## src/rtl/tvip_axi_burst_address_generator_if.sv

```systemverilog
// Burst request / per-beat handshake bundle for the AXI burst address generator.
// master: issues burst requests, consumes beats. slave: the generator itself.
interface tvip_axi_burst_address_generator_if #(
    parameter int ID_WIDTH      = 8,
    parameter int ADDRESS_WIDTH = 64,
    parameter int DATA_WIDTH    = 32
);
    localparam int BYTE_LANES = DATA_WIDTH / 8;

    logic                     request_valid;
    logic                     request_ready;
    logic [ID_WIDTH-1:0]      request_id;
    logic [ADDRESS_WIDTH-1:0] request_address;
    logic [7:0]               request_burst_length;
    logic [2:0]               request_burst_size;
    logic [1:0]               request_burst_type;

    logic                     beat_valid;
    logic                     beat_ready;
    logic [ID_WIDTH-1:0]      beat_id;
    logic [ADDRESS_WIDTH-1:0] beat_address;
    logic [BYTE_LANES-1:0]    beat_strobe;
    logic [7:0]               beat_index;
    logic                     beat_last;

    modport master (
        output request_valid, request_id, request_address,
        output request_burst_length, request_burst_size, request_burst_type,
        input  request_ready,
        input  beat_valid, beat_id, beat_address, beat_strobe,
        input  beat_index, beat_last,
        output beat_ready
    );

    modport slave (
        input  request_valid, request_id, request_address,
        input  request_burst_length, request_burst_size, request_burst_type,
        output request_ready,
        output beat_valid, beat_id, beat_address, beat_strobe,
        output beat_index, beat_last,
        input  beat_ready
    );
endinterface

```

## src/rtl/tvip_axi_burst_address_generator.sv

```systemverilog
// Expands an AXI burst request (FIXED/INCR/WRAP) into per-beat address,
// strobe, index and last. Ports: aclk, areset (sync, active-high), bus (slave).
module tvip_axi_burst_address_generator #(
    parameter int ID_WIDTH      = 8,
    parameter int ADDRESS_WIDTH = 64,
    parameter int DATA_WIDTH    = 32
) (
    input  logic aclk,
    input  logic areset,
    tvip_axi_burst_address_generator_if.slave bus
);
    localparam int BYTE_LANES = DATA_WIDTH / 8;
    localparam int LANE_LOG   = $clog2(BYTE_LANES);

    typedef logic [ADDRESS_WIDTH-1:0] addr_t;
    typedef enum logic {IDLE, BUSY} state_t;
    typedef enum logic [1:0] {KIND_FIXED, KIND_INCR, KIND_WRAP} kind_t;

    localparam logic [2:0] MAX_SIZE  = 3'(LANE_LOG);
    localparam addr_t      LANE_MASK = addr_t'(BYTE_LANES - 1);

    state_t              state;
    state_t              state_next;
    logic [ID_WIDTH-1:0] id_q;
    addr_t               addr_q;
    addr_t               wrap_mask_q;
    logic [7:0]          length_q;
    logic [7:0]          index_q;
    logic [2:0]          size_q;
    kind_t               kind_q;

    logic       busy;
    logic       is_last;
    logic       beat_fire;
    logic       request_fire;
    logic [2:0] size_c;
    kind_t      kind_c;
    addr_t      wrap_mask_c;
    addr_t      bytes_q;
    addr_t      aligned;
    addr_t      incremented;
    addr_t      next_address;
    addr_t      lane_lo;
    addr_t      lane_hi;

    assign busy         = (state == BUSY);
    assign is_last      = (index_q == length_q);
    assign beat_fire    = busy & bus.beat_ready;
    assign request_fire = bus.request_valid & bus.request_ready & ~areset;

    always_ff @(posedge aclk) begin
        if (areset) begin
            state <= IDLE;
        end else begin
            state <= state_next;
        end
    end

    always_comb begin
        state_next = state;
        unique case (state)
            IDLE:    if (request_fire) state_next = BUSY;
            BUSY:    if (beat_fire && is_last && !request_fire) state_next = IDLE;
            default: state_next = IDLE;
        endcase
    end

    // A new request can ride on the final beat handshake for zero-bubble bursts.
    always_comb begin
        bus.beat_valid    = busy;
        bus.beat_last     = busy & is_last;
        bus.request_ready = ~busy | (beat_fire & is_last);
    end

    // Request decode: clamp size to the bus, demote odd WRAP lengths to INCR.
    always_comb begin
        size_c = (bus.request_burst_size > MAX_SIZE) ? MAX_SIZE
                                                     : bus.request_burst_size;
        wrap_mask_c = ((addr_t'(bus.request_burst_length) + addr_t'(1)) << size_c)
                    - addr_t'(1);
        unique case (bus.request_burst_type)
            2'b00: kind_c = KIND_FIXED;
            2'b10: begin
                unique case (bus.request_burst_length)
                    8'd1, 8'd3, 8'd7, 8'd15: kind_c = KIND_WRAP;
                    default:                 kind_c = KIND_INCR;
                endcase
            end
            default: kind_c = KIND_INCR;
        endcase
    end

    // Wrap keeps the span base bits and lets only the offset bits advance.
    always_comb begin
        bytes_q     = addr_t'(1) << size_q;
        aligned     = addr_q & ~(bytes_q - addr_t'(1));
        incremented = aligned + bytes_q;
        unique case (kind_q)
            KIND_FIXED: next_address = addr_q;
            KIND_WRAP:  next_address = (addr_q & ~wrap_mask_q)
                                     | (incremented & wrap_mask_q);
            default:    next_address = incremented;
        endcase
    end

    always_ff @(posedge aclk) begin
        if (areset) begin
            id_q        <= '0;
            addr_q      <= '0;
            wrap_mask_q <= '0;
            length_q    <= '0;
            index_q     <= '0;
            size_q      <= '0;
            kind_q      <= KIND_FIXED;
        end else if (request_fire) begin
            id_q        <= bus.request_id;
            addr_q      <= bus.request_address;
            wrap_mask_q <= wrap_mask_c;
            length_q    <= bus.request_burst_length;
            index_q     <= '0;
            size_q      <= size_c;
            kind_q      <= kind_c;
        end else if (beat_fire && !is_last) begin
            index_q <= index_q + 8'd1;
            addr_q  <= next_address;
        end
    end

    // Lanes from the byte offset up to the end of the size-aligned container.
    always_comb begin
        lane_lo = addr_q & LANE_MASK;
        lane_hi = (aligned & LANE_MASK) + bytes_q - addr_t'(1);
        for (int i = 0; i < BYTE_LANES; i++) begin
            bus.beat_strobe[i] = busy
                               && (addr_t'(i) >= lane_lo)
                               && (addr_t'(i) <= lane_hi);
        end
    end

    assign bus.beat_id      = id_q;
    assign bus.beat_address = addr_q;
    assign bus.beat_index   = index_q;
endmodule

```

## src/flat_wrapper.sv

```systemverilog
// flat-port wrapper written by rule: the top's interface ports become plain ports
module tvip_axi_burst_address_generator_flat 
#(
    parameter int ID_WIDTH      = 8,
    parameter int ADDRESS_WIDTH = 64,
    parameter int DATA_WIDTH    = 32
)
  (aclk, areset, bus_request_valid, bus_request_id, bus_request_address, bus_request_burst_length, bus_request_burst_size, bus_request_burst_type, bus_request_ready, bus_beat_valid, bus_beat_id, bus_beat_address, bus_beat_strobe, bus_beat_index, bus_beat_last, bus_beat_ready);
  tvip_axi_burst_address_generator_if #(.ID_WIDTH(ID_WIDTH), .ADDRESS_WIDTH(ADDRESS_WIDTH), .DATA_WIDTH(DATA_WIDTH)) bus_i ();
  input  logic aclk;
  input  logic areset;
  input wire logic [$bits(bus_i.request_valid)-1:0] bus_request_valid;
  input wire logic [$bits(bus_i.request_id)-1:0] bus_request_id;
  input wire logic [$bits(bus_i.request_address)-1:0] bus_request_address;
  input wire logic [$bits(bus_i.request_burst_length)-1:0] bus_request_burst_length;
  input wire logic [$bits(bus_i.request_burst_size)-1:0] bus_request_burst_size;
  input wire logic [$bits(bus_i.request_burst_type)-1:0] bus_request_burst_type;
  output wire logic [$bits(bus_i.request_ready)-1:0] bus_request_ready;
  output wire logic [$bits(bus_i.beat_valid)-1:0] bus_beat_valid;
  output wire logic [$bits(bus_i.beat_id)-1:0] bus_beat_id;
  output wire logic [$bits(bus_i.beat_address)-1:0] bus_beat_address;
  output wire logic [$bits(bus_i.beat_strobe)-1:0] bus_beat_strobe;
  output wire logic [$bits(bus_i.beat_index)-1:0] bus_beat_index;
  output wire logic [$bits(bus_i.beat_last)-1:0] bus_beat_last;
  input wire logic [$bits(bus_i.beat_ready)-1:0] bus_beat_ready;
  assign bus_i.request_valid = bus_request_valid;
  assign bus_i.request_id = bus_request_id;
  assign bus_i.request_address = bus_request_address;
  assign bus_i.request_burst_length = bus_request_burst_length;
  assign bus_i.request_burst_size = bus_request_burst_size;
  assign bus_i.request_burst_type = bus_request_burst_type;
  assign bus_request_ready = bus_i.request_ready;
  assign bus_beat_valid = bus_i.beat_valid;
  assign bus_beat_id = bus_i.beat_id;
  assign bus_beat_address = bus_i.beat_address;
  assign bus_beat_strobe = bus_i.beat_strobe;
  assign bus_beat_index = bus_i.beat_index;
  assign bus_beat_last = bus_i.beat_last;
  assign bus_i.beat_ready = bus_beat_ready;
  tvip_axi_burst_address_generator #(.ID_WIDTH(ID_WIDTH), .ADDRESS_WIDTH(ADDRESS_WIDTH), .DATA_WIDTH(DATA_WIDTH)) u_core (.aclk(aclk), .areset(areset), .bus(bus_i));
endmodule
```

## config.mk

```make
export PLATFORM = sky130hd
export DESIGN_NAME = tvip_axi_burst_address_generator_flat
export DESIGN_NICKNAME = d
export VERILOG_FILES = /design/src/rtl/tvip_axi_burst_address_generator_if.sv /design/src/rtl/tvip_axi_burst_address_generator.sv /design/src/flat_wrapper.sv
export SDC_FILE = /design/constraint.sdc
export NUM_CORES = 1
export LEC_CHECK = 0
export BUFFER_PORTS_ARGS = -buffer_cell sky130_fd_sc_hd__buf_2
export CELL_PAD_IN_SITES_DETAIL_PLACEMENT = 0
export CELL_PAD_IN_SITES_GLOBAL_PLACEMENT = 1
export CORE_MARGIN = 10
export CORE_UTILIZATION = 41
export DETAILED_ROUTE_END_ITERATION = 7
export GPL_TIMING_DRIVEN = 0
export PLACE_DENSITY_LB_ADDON = 0.05
export SLEW_MARGIN = 20
export SYNTH_ARGS = -nofsm -noshare
export SYNTH_HDL_FRONTEND = slang
export SYNTH_SLANG_ARGS = --single-unit
```

## constraint.sdc

```tcl
create_clock -name aclk -period 4.6 [get_ports aclk]
set_input_delay 0.46 -clock aclk [delete_from_list [all_inputs] [get_ports aclk]]
set_output_delay 0.46 -clock aclk [all_outputs]
set_load 0.02 [all_outputs]
```

==> impl_results.md, run 1 <==
* Placed cell count at 1583
* P per Cell Area at 322 mW/mm^2
* Warnings from Yosys at 0
* Num Clock Sinks at 125
* Rel. slew slack at 0.320
* Setup TNS at 0 ns
* Reg power frac at 0.355
* Antenna cells at 0
* WL met3 at 3.46 mm
* Tot GR Track Use at 0.255
* Syn nets at 1246
* Fin Hold WS at 0.266 ns
* Max Cap Viol at 0
* FP Rows at 53
* Dominant synthesized flop cell: dfxtp_1
* Netlist Area Pre-Place at about 0.0087 sq mm
* Area after DPL at 0.00990 sq mm
* Vias in the first global route at 9146
* Starting Density at 0.415
* P_int at between 2 and 2.5 mW
* Synthesis-stage register bit count at 125
* Final Max Tran Viols at 0
* Post-CTS Hold Buffers at 0
* Distinct cell type count after synthesis at 100
* DRC marker count from the first detailed-route iteration at 981
* H-tree levels at 4
* WL final at 36.0 mm
* Routed vias at 9733
* Footprint of the multi-input gates at 0.00583 sq mm
* Core area at 0.0209 sq mm
* Crit Path Class: reg2out
* Tmin final at 4.38 ns
* Vias per cell at 6.00
* Port Buf Inserts at 175
* Die span in y at 165 um
* Max clock buf depth at 2
* Top cells by area, synth: dfxtp_1 29%, nand2_1 7.5%, a21oi_1 5.8%
* Leakage at roughly 4.4 nW
* Seq/Total Area, Yosys at 0.289
* Final hold violations at 0
* Chip Width at 165 um
* Sw frac at 0.310
* Final setup fails at 0
* Worst EP arrival at a little under 4 ns
* Worst Tran Pin Value at 1.02 ns
* FF-to-FF setup slack at 0.24 ns
* Worst Setup End Kind: output port
* IR drop worst, VDD at between 0.2 and 0.3 mV
* Register area at between 0.002 and 0.003 sq mm
* Clock share of power at 0.433
* Routed length on met1 at roughly 16 mm
* Fin area at 0.0107 sq mm
* Status: finished, final reports clean
* DIE AREA at 0.0273 sq mm
* DR top layer: met4
* Hold crit path type: in2reg
* Fmax at 228 MHz
* Syn Inst Count at 1132
* DRC Markers at 0
* Dpl hpwl at around 27 mm
* Clk_lat worst skew at 0.43 ns
* Wire length on met2 at 15.6 mm
* Largest net degree at the start of global routing at 17
* Nets at 1450
* Area leader, netlist: dfxtp_1
* Routed len/inst at 22.2 um
* Fraction of registers with async set/reset at 0
* DR pass1 iterations at 8
* Initial antenna violation count at 0
* P_sw at 1.07 mW
* Post-route ant nets at 0
* Worst Path Required at 4.14 ns
* Fillers at 2177
* Logic pwr share at 0.211
* Syn avg cell area at 7.65 sq um
* Root buf cell: clkbuf_16
* Crit Path Max Fanout at 6
* Area share of the largest cell type after synthesis at 0.289
* Layout cells sized above 1 at 0.210
* Clock Pin Slew Worst Setup and Hold Paths at 0.06 ns
* Grt total ovfl at 0
* Period utilization at 0.952
* P&R area growth vs syn at 23.8%
* Clock Skew at 0.00960 ns
* Placer Congestion at 0.966
* First-pass GRT wire length at 53.6 mm
* Final cell count without fillers at 1623
* Post-synth top cells: 174 x nand2_1, 125 x dfxtp_1, 101 x a21oi_1
* CTS tree: done
* I/O pin count at 176
* CTS Buf Count at 17
* Number of flops mapped to enable cells by yosys at 0
* Worst setup SP type: flip-flop
* Total power after layout at ~3.5 mW
* Dominant cell by count in the synthesized netlist: nand2_1
cells in the final DEF, fill, tap and decap left out, types with 14 or more instances in the layout:
master	count
a21o_1	21
a21oi_1	100
a22oi_1	35
a31oi_1	16
and2_1	14
and3_1	27
buf_2	187
clkbuf_1	47
clkbuf_16	17
dfxtp_1	122
ha_1	23
inv_1	31
nand2_1	171
nand3_1	27
nand4_1	28
nor2_1	91
nor3_1	26
o21a_1	18
o21ai_0	43
xnor2_1	45
area by class of cell:
type                            instances  share of cell area
Inverter                               34              0.0119
Sequential cell                       125               0.234
Tap cell                              275              0.0321
Clock buffer                           25              0.0471
Clock inverter                          6              0.0121
Buffer                                 66              0.0288
Timing Repair Buffer                  185              0.0904
Multi-Input combinational cell        907               0.544
critical path: stages, from the launching register on:
cell,delay [ns]
dfxtp_4,0.37
or3b_4,0.43
ha_4,0.26
nand2_4,0.08
nand2_2,0.06
ha_1,0.27
a21oi_1,0.07
o21bai_1,0.18
a21oi_1,0.09
o21bai_1,0.17
a21oi_1,0.09
o21ba_2,0.22
ha_1,0.27
nand2_1,0.06
nor4_2,0.27
nand4_1,0.13
a21oi_2,0.22
a21oi_1,0.10
buf_4,0.17
per-stage QoR:
stage	setup WS, ns	utilization
3_3_place_gp	-0.196	0.473
4_1_cts	0.000922	0.507
3_5_place_dp	-0.187	0.474
2_1_floorplan	0.704	-
5_1_grt	-0.0160	0.513
6_report	0.219	0.513
logic make-up (layout without fill, tap and decap cells):
| family | count (synthesis) | after routing | share of synthesized area |
|---|---|---|---|
| flip-flops | 125 | 125 | 0.289 |
| XOR/XNOR | 57 | 57 | 0.0577 |
| multiplexers | 10 | 10 | 0.0120 |
| adder cells (fa/ha/maj) | 25 | 25 | 0.0370 |
| AO/OA/AOI/OAI | 361 | 361 | 0.299 |
| buffers and inverters | 100 | 316 | 0.0474 |
| other | 1 | 1 | 0.000433 |
| AND/OR/NAND/NOR | 453 | 453 | 0.258 |
power groups by stage:
stage	Sequential [mW]	Clock (mW)	Combinational (mW)
final	1.23	1.50	0.729
after floorplan	1.28	0	0.396
after global routing	1.24	1.54	0.793
after global placement	1.25	0	0.697
after detailed placement	1.25	0	0.699
after CTS	1.22	1.50	0.709
path summary, 6_finish.rpt:
check,from,endpoint,cells past startpoint
hold reg to reg,u_core.wrap_mask_q[11],u_core.wrap_mask_q[11],1
setup reg to reg,u_core.size_q[0],flip-flop,19
hold / removal,bus_request_id[5],u_core.bus.beat_id[5],3
setup / recovery,u_core.size_q[2],bus_beat_strobe[2],18
per-layer routing:
metal	up-vias	global-route usage
met5	-	0
met4	0	0.0750
met3	60	0.0548
met2	484	0.383
met1	4621	0.357
li1	4568	-
timing repair:
item	4_1_cts	5_1_grt
setup endpoints to repair	20	32
gates resized for setup	9	21
buffers inserted	2	7
endpoints found under the hold margin	0	0
pin swaps	4	11
(Power assumes the default switching activity.)
==> run 2: changes to the inputs <==
- CORE_ASPECT_RATIO: unset -> 1.5
- TNS_END_PERCENT: unset -> 30
==> impl_results.md, run 2 (synthesis gave the netlist of run 1 again) <==
* Max clock buf depth at 2 (unchanged)
* IR drop worst, VDD at 0.282 mV (was 0.266 mV)
* H-tree levels at 4 (unchanged)
* Vias per cell at 6.03 (was 6.00)
* Tmin final at 4.36 ns (was 4.38 ns)
* Most frequent cells in the layout: 185 x buf_2, 172 x nand2_1, 122 x dfxtp_1 (was 187 x buf_2, 171 x nand2_1, 122 x dfxtp_1)
* DP Worst Slack at -0.321 ns (was -0.187 ns)
* Port Buf Inserts at 175 (unchanged)
* Fin area at 0.0107 sq mm (about the same)
* Fmax at 229 MHz (was 228 MHz)
* Nets at 1448 (was 1450)
* CP max stage delay at 0.43 ns (about the same)
* P_sw at 1.11 mW (was 1.07 mW)
* Worst Tran Pin Value at 0.972 ns (was 1.02 ns)
* Hold crit path type: in2reg (unchanged)
* Final worst slack at 0.236 ns (was 0.219 ns)
* Final core utilization at 0.510 (was 0.513)
* Die span in y at 198 um (was 165 um)
* Area after DPL at 0.00988 sq mm (was 0.00990 sq mm)
* Max Cap Viol at 0 (unchanged)
* DRC Markers at 0 (unchanged)
* Antenna cells at 0 (unchanged)
* P per Cell Area at 311 mW/mm^2 (was 322 mW/mm^2)
* Worst setup SP type: flip-flop (unchanged)
* Period utilization at 0.949 (was 0.952)
* Leakage at 4.32 nW (was 4.37 nW)
* Reg power frac at 0.370 (was 0.355)
* R2r startpoint: u_core.size_q[1] (was u_core.size_q[0])
* DR pass1 iterations at 5 (was 8)
* Vias in the first global route at 9657 (was 9146)
* Layout cells sized above 1 at 0.215 (was 0.210)
* Rel. slew slack at 0.352 (was 0.320)
* P_int at 2.21 mW (was 2.38 mW)
* Clock Pin Slew Worst Setup and Hold Paths at 0.06 ns (about the same)
* Worst Setup End Kind: output port (unchanged)
* Hold path cells at 3 (unchanged)
* Post-CTS Hold Buffers at 0 (unchanged)
* FP Rows at 65 (was 53)
* Largest net degree at the start of global routing at 17 (unchanged)
* Post-route ant nets at 0 (unchanged)
* CTS Buf Count at 17 (unchanged)
* First-pass GRT wire length at 55.2 mm (was 53.6 mm)
* Dpl hpwl at 28.3 mm (was 27.2 mm)
* Crit Path Max Fanout at 4 (was 6)
* Clock Skew at 0.00942 ns (was 0.00960 ns)
* CP Cell Sequence: or3b_4 > ha_4 > nand2_2 > nand2_1 > ha_1 > a21oi_1 > o21bai_2 > a21oi_1 > o21bai_1 > a21oi_1 > o21ba_2 > ha_1 > nand2_1 > nor4_2 > nand4_1 > a21oi_4 > a21boi_1 > buf_4 (was or3b_4 > ha_4 > nand2_4 > nand2_2 > ha_1 > a21oi_1 > o21bai_1 > a21oi_1 > o21bai_1 > a21oi_1 > o21ba_2 > ha_1 > nand2_1 > nor4_2 > nand4_1 > a21oi_2 > a21oi_1 > buf_4)
* Placer Congestion at 0.939 (was 0.966)
* Clock share of power at 0.411 (was 0.433)
* CP max stage cell: or3b_4 (unchanged)
* DRC marker count from the first detailed-route iteration at 710 (was 981)
* Grt total ovfl at 0 (unchanged)
* Total power after layout at 3.32 mW (was 3.45 mW)
* Final hold violations at 0 (unchanged)
* Initial antenna violation count at 0 (unchanged)
* DIE AREA at 0.0275 sq mm (was 0.0273 sq mm)
* Hold endpoint: u_core.bus.beat_id[0] (was u_core.bus.beat_id[5])
* Logic pwr share at 0.219 (was 0.211)
* FF-to-FF setup slack at 0.31 ns (was 0.24 ns)
* Clk_lat worst skew at 0.44 ns (was 0.43 ns)
* Crit path depth at 18 (unchanged)
* Worst path bufs/invs at 1 (unchanged)
* Tot GR Track Use at 0.255 (about the same)
* Routed vias at 9728 (was 9733)
* Root buf cell: clkbuf_16 (unchanged)
* Final setup fails at 0 (unchanged)
* Core area at 0.0209 sq mm (about the same)
* I/O pin count at 176 (unchanged)
* CP dominant cell by count: a21oi_1 (unchanged)
* Chip Width at 139 um (was 165 um)
* Worst path top cell family by delay: compound AO/OA/AOI/OAI gates (unchanged)
* Commonest non-fill, non-tap cell in the layout: buf_2 (unchanged)
* Status: finished, final reports clean (unchanged)
* WL final at 36.4 mm (was 36.0 mm)
* Sw frac at 0.334 (was 0.310)
* P&R area growth vs syn at 23.2% (was 23.8%)
* Crit Path Class: reg2out (unchanged)
* Fin Hold WS at 0.251 ns (was 0.266 ns)
* Fillers at 2245 (was 2177)
* CTS tree: done (unchanged)
* HP Start: bus_request_id[0] (was bus_request_id[5])
* Reg2Reg Depth at 20 (was 19)
* Worst EP arrival at 3.90 ns (was 3.92 ns)
* Final Max Tran Viols at 0 (unchanged)
* Routed len/inst at 22.6 um (was 22.2 um)
* Starting Density at 0.414 (was 0.415)
* Num Clock Sinks at 125 (unchanged)
* Worst Path Required at 4.14 ns (about the same)
-- run 2: cell types whose count changed in the layout (fill, tap and decap cells not counted), sizes merged --
cell	change
clkbuf	-6
clkinv	+4
clkinvlp	+4
buf	-3
bufinv	-2
inv	+1
-- run 2: through the flow --
step | std cells | setup TNS, ns
global placement | 1575 | -1.57
finish | 1614 | 0
global route | 1614 | -0.0290
floorplan | 1132 | 0
CTS | 1608 | -0.0148
detailed placement | 1575 | -2.90
-- run 2: repair_timing --
action                     CTS  global route
cloned                       0             0
resized for setup           15            24
hold endpoints to repair     0             0
pin swaps                   10             8
buffers inserted             2             6
setup endpoints to repair   23            33
-- run 2: final cells by class --
class                      count  area [sq um]  area share
timing repair buffer         183           943      0.0885
buffer                        66           312      0.0292
multi-input combinational    907          5860       0.549
sequential                   125          2510       0.235
tap                          268           335      0.0314
clock buffer                  18           439      0.0412
inverter                      34           128      0.0120
clock inverter                13           144      0.0135
-- run 2: worst max-delay path by stage --
stage / start / to / slack [ns]
floorplan: u_core.size_q[2] / bus_beat_strobe[3] / 0.70
global placement: u_core.size_q[0] / flip-flop / -0.23
detailed placement: u_core.size_q[0] / flip-flop / -0.32
CTS: u_core.size_q[0] / flip-flop / -0.01
global route: u_core.size_q[0] / bus_beat_strobe[3] / -0.02
finish: u_core.size_q[0] / bus_beat_strobe[3] / 0.24
-- run 2: power by group through the flow --
stage                     registers [mW]  clock network (mW)  logic (mW)
after CTS                           1.23                1.37       0.713
after floorplan                     1.28                   0       0.396
after global routing                1.24                1.42       0.791
final                               1.23                1.37       0.726
after detailed placement            1.25                   0       0.701
after global placement              1.25                   0       0.696
-- run 2: per-layer routing --
metal / global-route usage / wire length, um / up-vias
met5: 0 / 0 / -
met4: 0.155 / 2270 / 0
met3: 0.0501 / 2180 / 128
met2: 0.459 / 18100 / 418
met1: 0.269 / 13800 / 4597
li1: - / - / 4585
-- run 2: worst min-delay path: cells and delay by family --
kind / cells / cell delay [ns]
AO/OA/AOI/OAI: 1 / 0.05
buffers and inverters: 1 / 0.09
AND/OR/NAND/NOR: 1 / 0.05
==> run 3: changes to the inputs <==
- CORE_UTILIZATION: 41 -> 42
- CTS_BUF_LIST: unset -> sky130_fd_sc_hd__clkbuf_8
==> impl_results.md, run 3 (synthesis gave the netlist of run 1 again) <==
* Status: finished, final reports clean (unchanged)
* DRC marker count from the first detailed-route iteration at 773 (was 710)
* Clock Skew at 0.0147 ns (was 0.00942 ns)
* Max Cap Viol at 0 (unchanged)
* I/O pin count at 176 (unchanged)
* WL final at 36.5 mm (was 36.4 mm)
* Setup TNS at 0 ns (unchanged)
* Clock share of power at 0.354 (was 0.411)
* First-pass GRT wire length at 54.5 mm (was 55.2 mm)
* HP Start: bus_request_id[4] (was bus_request_id[0])
* CP dominant cell by count: ha_1 (was a21oi_1)
* Fin area at 0.0106 sq mm (was 0.0107 sq mm)
* P per Cell Area at 286 mW/mm^2 (was 311 mW/mm^2)
* Area after DPL at 0.00987 sq mm (was 0.00988 sq mm)
* Starting Density at 0.426 (was 0.414)
* Worst Setup End Kind: flip-flop (was output port)
* Fillers at 2146 (was 2245)
* Total power after layout at 3.03 mW (was 3.32 mW)
* Placed cell count at 1571 (was 1575)
* Placer Congestion at 0.953 (was 0.939)
* Post-route ant nets at 0 (unchanged)
* DRC Markers at 0 (unchanged)
* CP max stage delay at 0.37 ns (was 0.43 ns)
* Routed vias at 9730 (was 9728)
* Fmax at 228 MHz (was 229 MHz)
* Die span in y at 196 um (was 198 um)
* Rel. slew slack at 0.342 (was 0.352)
* Layout cells sized above 1 at 0.224 (was 0.215)
* CP Cell Sequence: buf_4 > nand2_2 > or2_2 > ha_1 > inv_1 > a21oi_1 > nor2_1 > ha_1 > and2_1 > ha_1 > clkbuf_4 > nand4b_1 > o41ai_4 > a211o_1 > o2111ai_4 > nor2_2 > a31oi_1 > o21ai_0 > a31oi_1 (was or3b_4 > ha_4 > nand2_2 > nand2_1 > ha_1 > a21oi_1 > o21bai_2 > a21oi_1 > o21bai_1 > a21oi_1 > o21ba_2 > ha_1 > nand2_1 > nor4_2 > nand4_1 > a21oi_4 > a21boi_1 > buf_4)
* Period utilization at 0.954 (was 0.949)
* Met1 Use GR at 0.281 (was 0.269)
* R2r startpoint: u_core.size_q[1] (unchanged)
* Antenna cells at 0 (unchanged)
* Worst Path Required at 4.91 ns (was 4.14 ns)
* Num Clock Sinks at 125 (unchanged)
* Crit Path Class: reg2reg (was reg2out)
* FP Rows at 64 (was 65)
* P&R area growth vs syn at 22.6% (was 23.2%)
* GRT busiest layer: met2 (unchanged)
* Final hold violations at 0 (unchanged)
* RSZ-0062 raised after global routing: true
* Logic pwr share at 0.241 (was 0.219)
* Worst path bufs/invs at 3 (was 1)
* Nets at 1456 (was 1448)
* DIE AREA at 0.0269 sq mm (was 0.0275 sq mm)
* Routed len/inst at 22.5 um (was 22.6 um)
* CP max stage cell: dfxtp_2 (was or3b_4)
* Commonest non-fill, non-tap cell in the layout: buf_2 (unchanged)
* DR pass1 iterations at 5 (unchanged)
* Sw frac at 0.349 (was 0.334)
* Tmin final at 4.39 ns (was 4.36 ns)
* CTS Buf Count at 17 (unchanged)
* Worst path top cell family by delay: compound AO/OA/AOI/OAI gates (unchanged)
* H-tree levels at 4 (unchanged)
* Most frequent cells in the layout: 186 x buf_2, 170 x nand2_1, 122 x dfxtp_1 (was 185 x buf_2, 172 x nand2_1, 122 x dfxtp_1)
* Final Max Tran Viols at 0 (unchanged)
* Final setup fails at 0 (unchanged)
* Clk_lat worst skew at 0.47 ns (was 0.44 ns)
* P_int at 1.97 mW (was 2.21 mW)
* Hold endpoint: u_core.bus.beat_id[4] (was u_core.bus.beat_id[0])
* Core area at 0.0203 sq mm (was 0.0209 sq mm)
* Met2 Usage GRT at 0.468 (was 0.459)
* Reg power frac at 0.404 (was 0.370)
* Clock Pin Slew Worst Setup and Hold Paths at 0.09 ns (was 0.06 ns)
* Met3 GRT Util at 0.0486 (was 0.0501)
* Largest net degree at the start of global routing at 17 (unchanged)
* CTS tree: done (unchanged)
* Grt total ovfl at 0 (unchanged)
* Crit Path Max Fanout at 10 (was 4)
* FF-to-FF setup slack at 0.21 ns (was 0.31 ns)
* IR drop worst, VDD at 0.150 mV (was 0.282 mV)
* Hold path cells at 3 (unchanged)
* Port Buf Inserts at 175 (unchanged)
* Reg2Reg Depth at 19 (was 20)
* Vias per cell at 6.01 (was 6.03)
* Worst setup SP type: flip-flop (unchanged)
* Final cell count without fillers at 1619 (was 1614)
* Worst Tran Pin Value at 0.987 ns (was 0.972 ns)
* Initial antenna violation count at 0 (unchanged)
* Dpl hpwl at 28.3 mm (about the same)
* Fin Hold WS at 0.223 ns (was 0.251 ns)
* Hold crit path type: in2reg (unchanged)
* P_sw at 1.06 mW (was 1.11 mW)
* Chip Width at 137 um (was 139 um)
* Root buf cell: clkbuf_8 (was clkbuf_16)
* Max clock buf depth at 2 (unchanged)
* Vias in the first global route at 9363 (was 9657)
* Tot GR Track Use at 0.263 (was 0.255)
* Post-CTS Hold Buffers at 0 (unchanged)
* Worst EP arrival at 4.70 ns (was 3.90 ns)
* Leakage at 4.32 nW (about the same)
run 3: area by class of cell:
| type | count | area, sq um | share of cell area |
|---|---|---|---|
| multi-input cells | 907 | 5890 | 0.555 |
| flip-flops and latches | 125 | 2510 | 0.236 |
| repair buffers | 191 | 1020 | 0.0959 |
| well taps | 264 | 330 | 0.0311 |
| plain buffers | 66 | 317 | 0.0298 |
| clock buffers | 19 | 262 | 0.0246 |
| clock inverters | 13 | 165 | 0.0156 |
| inverters | 34 | 128 | 0.0120 |
run 3: layer usage:
metal	wire, um	share of wire
met3	2240	0.061
met5	0	0
met4	2090	0.057
met1	13500	0.37
met2	18600	0.51
run 3: tightest hold or removal path: stages:
cell,delay [ns]
buf_2,0.09
nand2_1,0.04
a21oi_1,0.05
run 3: worst max-delay path by stage:
stage                           from            endpoint  slack (ns)  depth (start not counted)
finish              u_core.size_q[1]           flip-flop        0.21                         19
global route        u_core.size_q[2]  bus_beat_strobe[3]        -0.1                         20
CTS                 u_core.size_q[0]           flip-flop       -0.02                         19
detailed placement  u_core.size_q[0]           flip-flop       -0.37                         20
global placement    u_core.size_q[0]           flip-flop       -0.32                         20
floorplan           u_core.size_q[2]  bus_beat_strobe[3]        0.70                         19
run 3: per-stage QoR:
stage	util	setup slack (ns)
floorplan	-	0.704
global placement	0.485	-0.321
detailed placement	0.485	-0.374
CTS	0.510	-0.0158
global route	0.522	-0.0998
finish	0.522	0.209
run 3: what timing repair did:
item	CTS	global route
gates cloned	0	1
pin swaps	4	14
buffers inserted	3	12
gates resized for setup	11	35
setup endpoints to repair	24	29
run 3: power by group through the flow:
| stage | clock, mW | sequential [mW] | combinational [mW] |
|---|---|---|---|
| after floorplan | 0 | 1.28 | 0.396 |
| after global placement | 0 | 1.25 | 0.697 |
| after detailed placement | 0 | 1.25 | 0.699 |
| after CTS | 1.08 | 1.22 | 0.712 |
| after global routing | 1.12 | 1.23 | 0.797 |
| final | 1.08 | 1.23 | 0.733 |
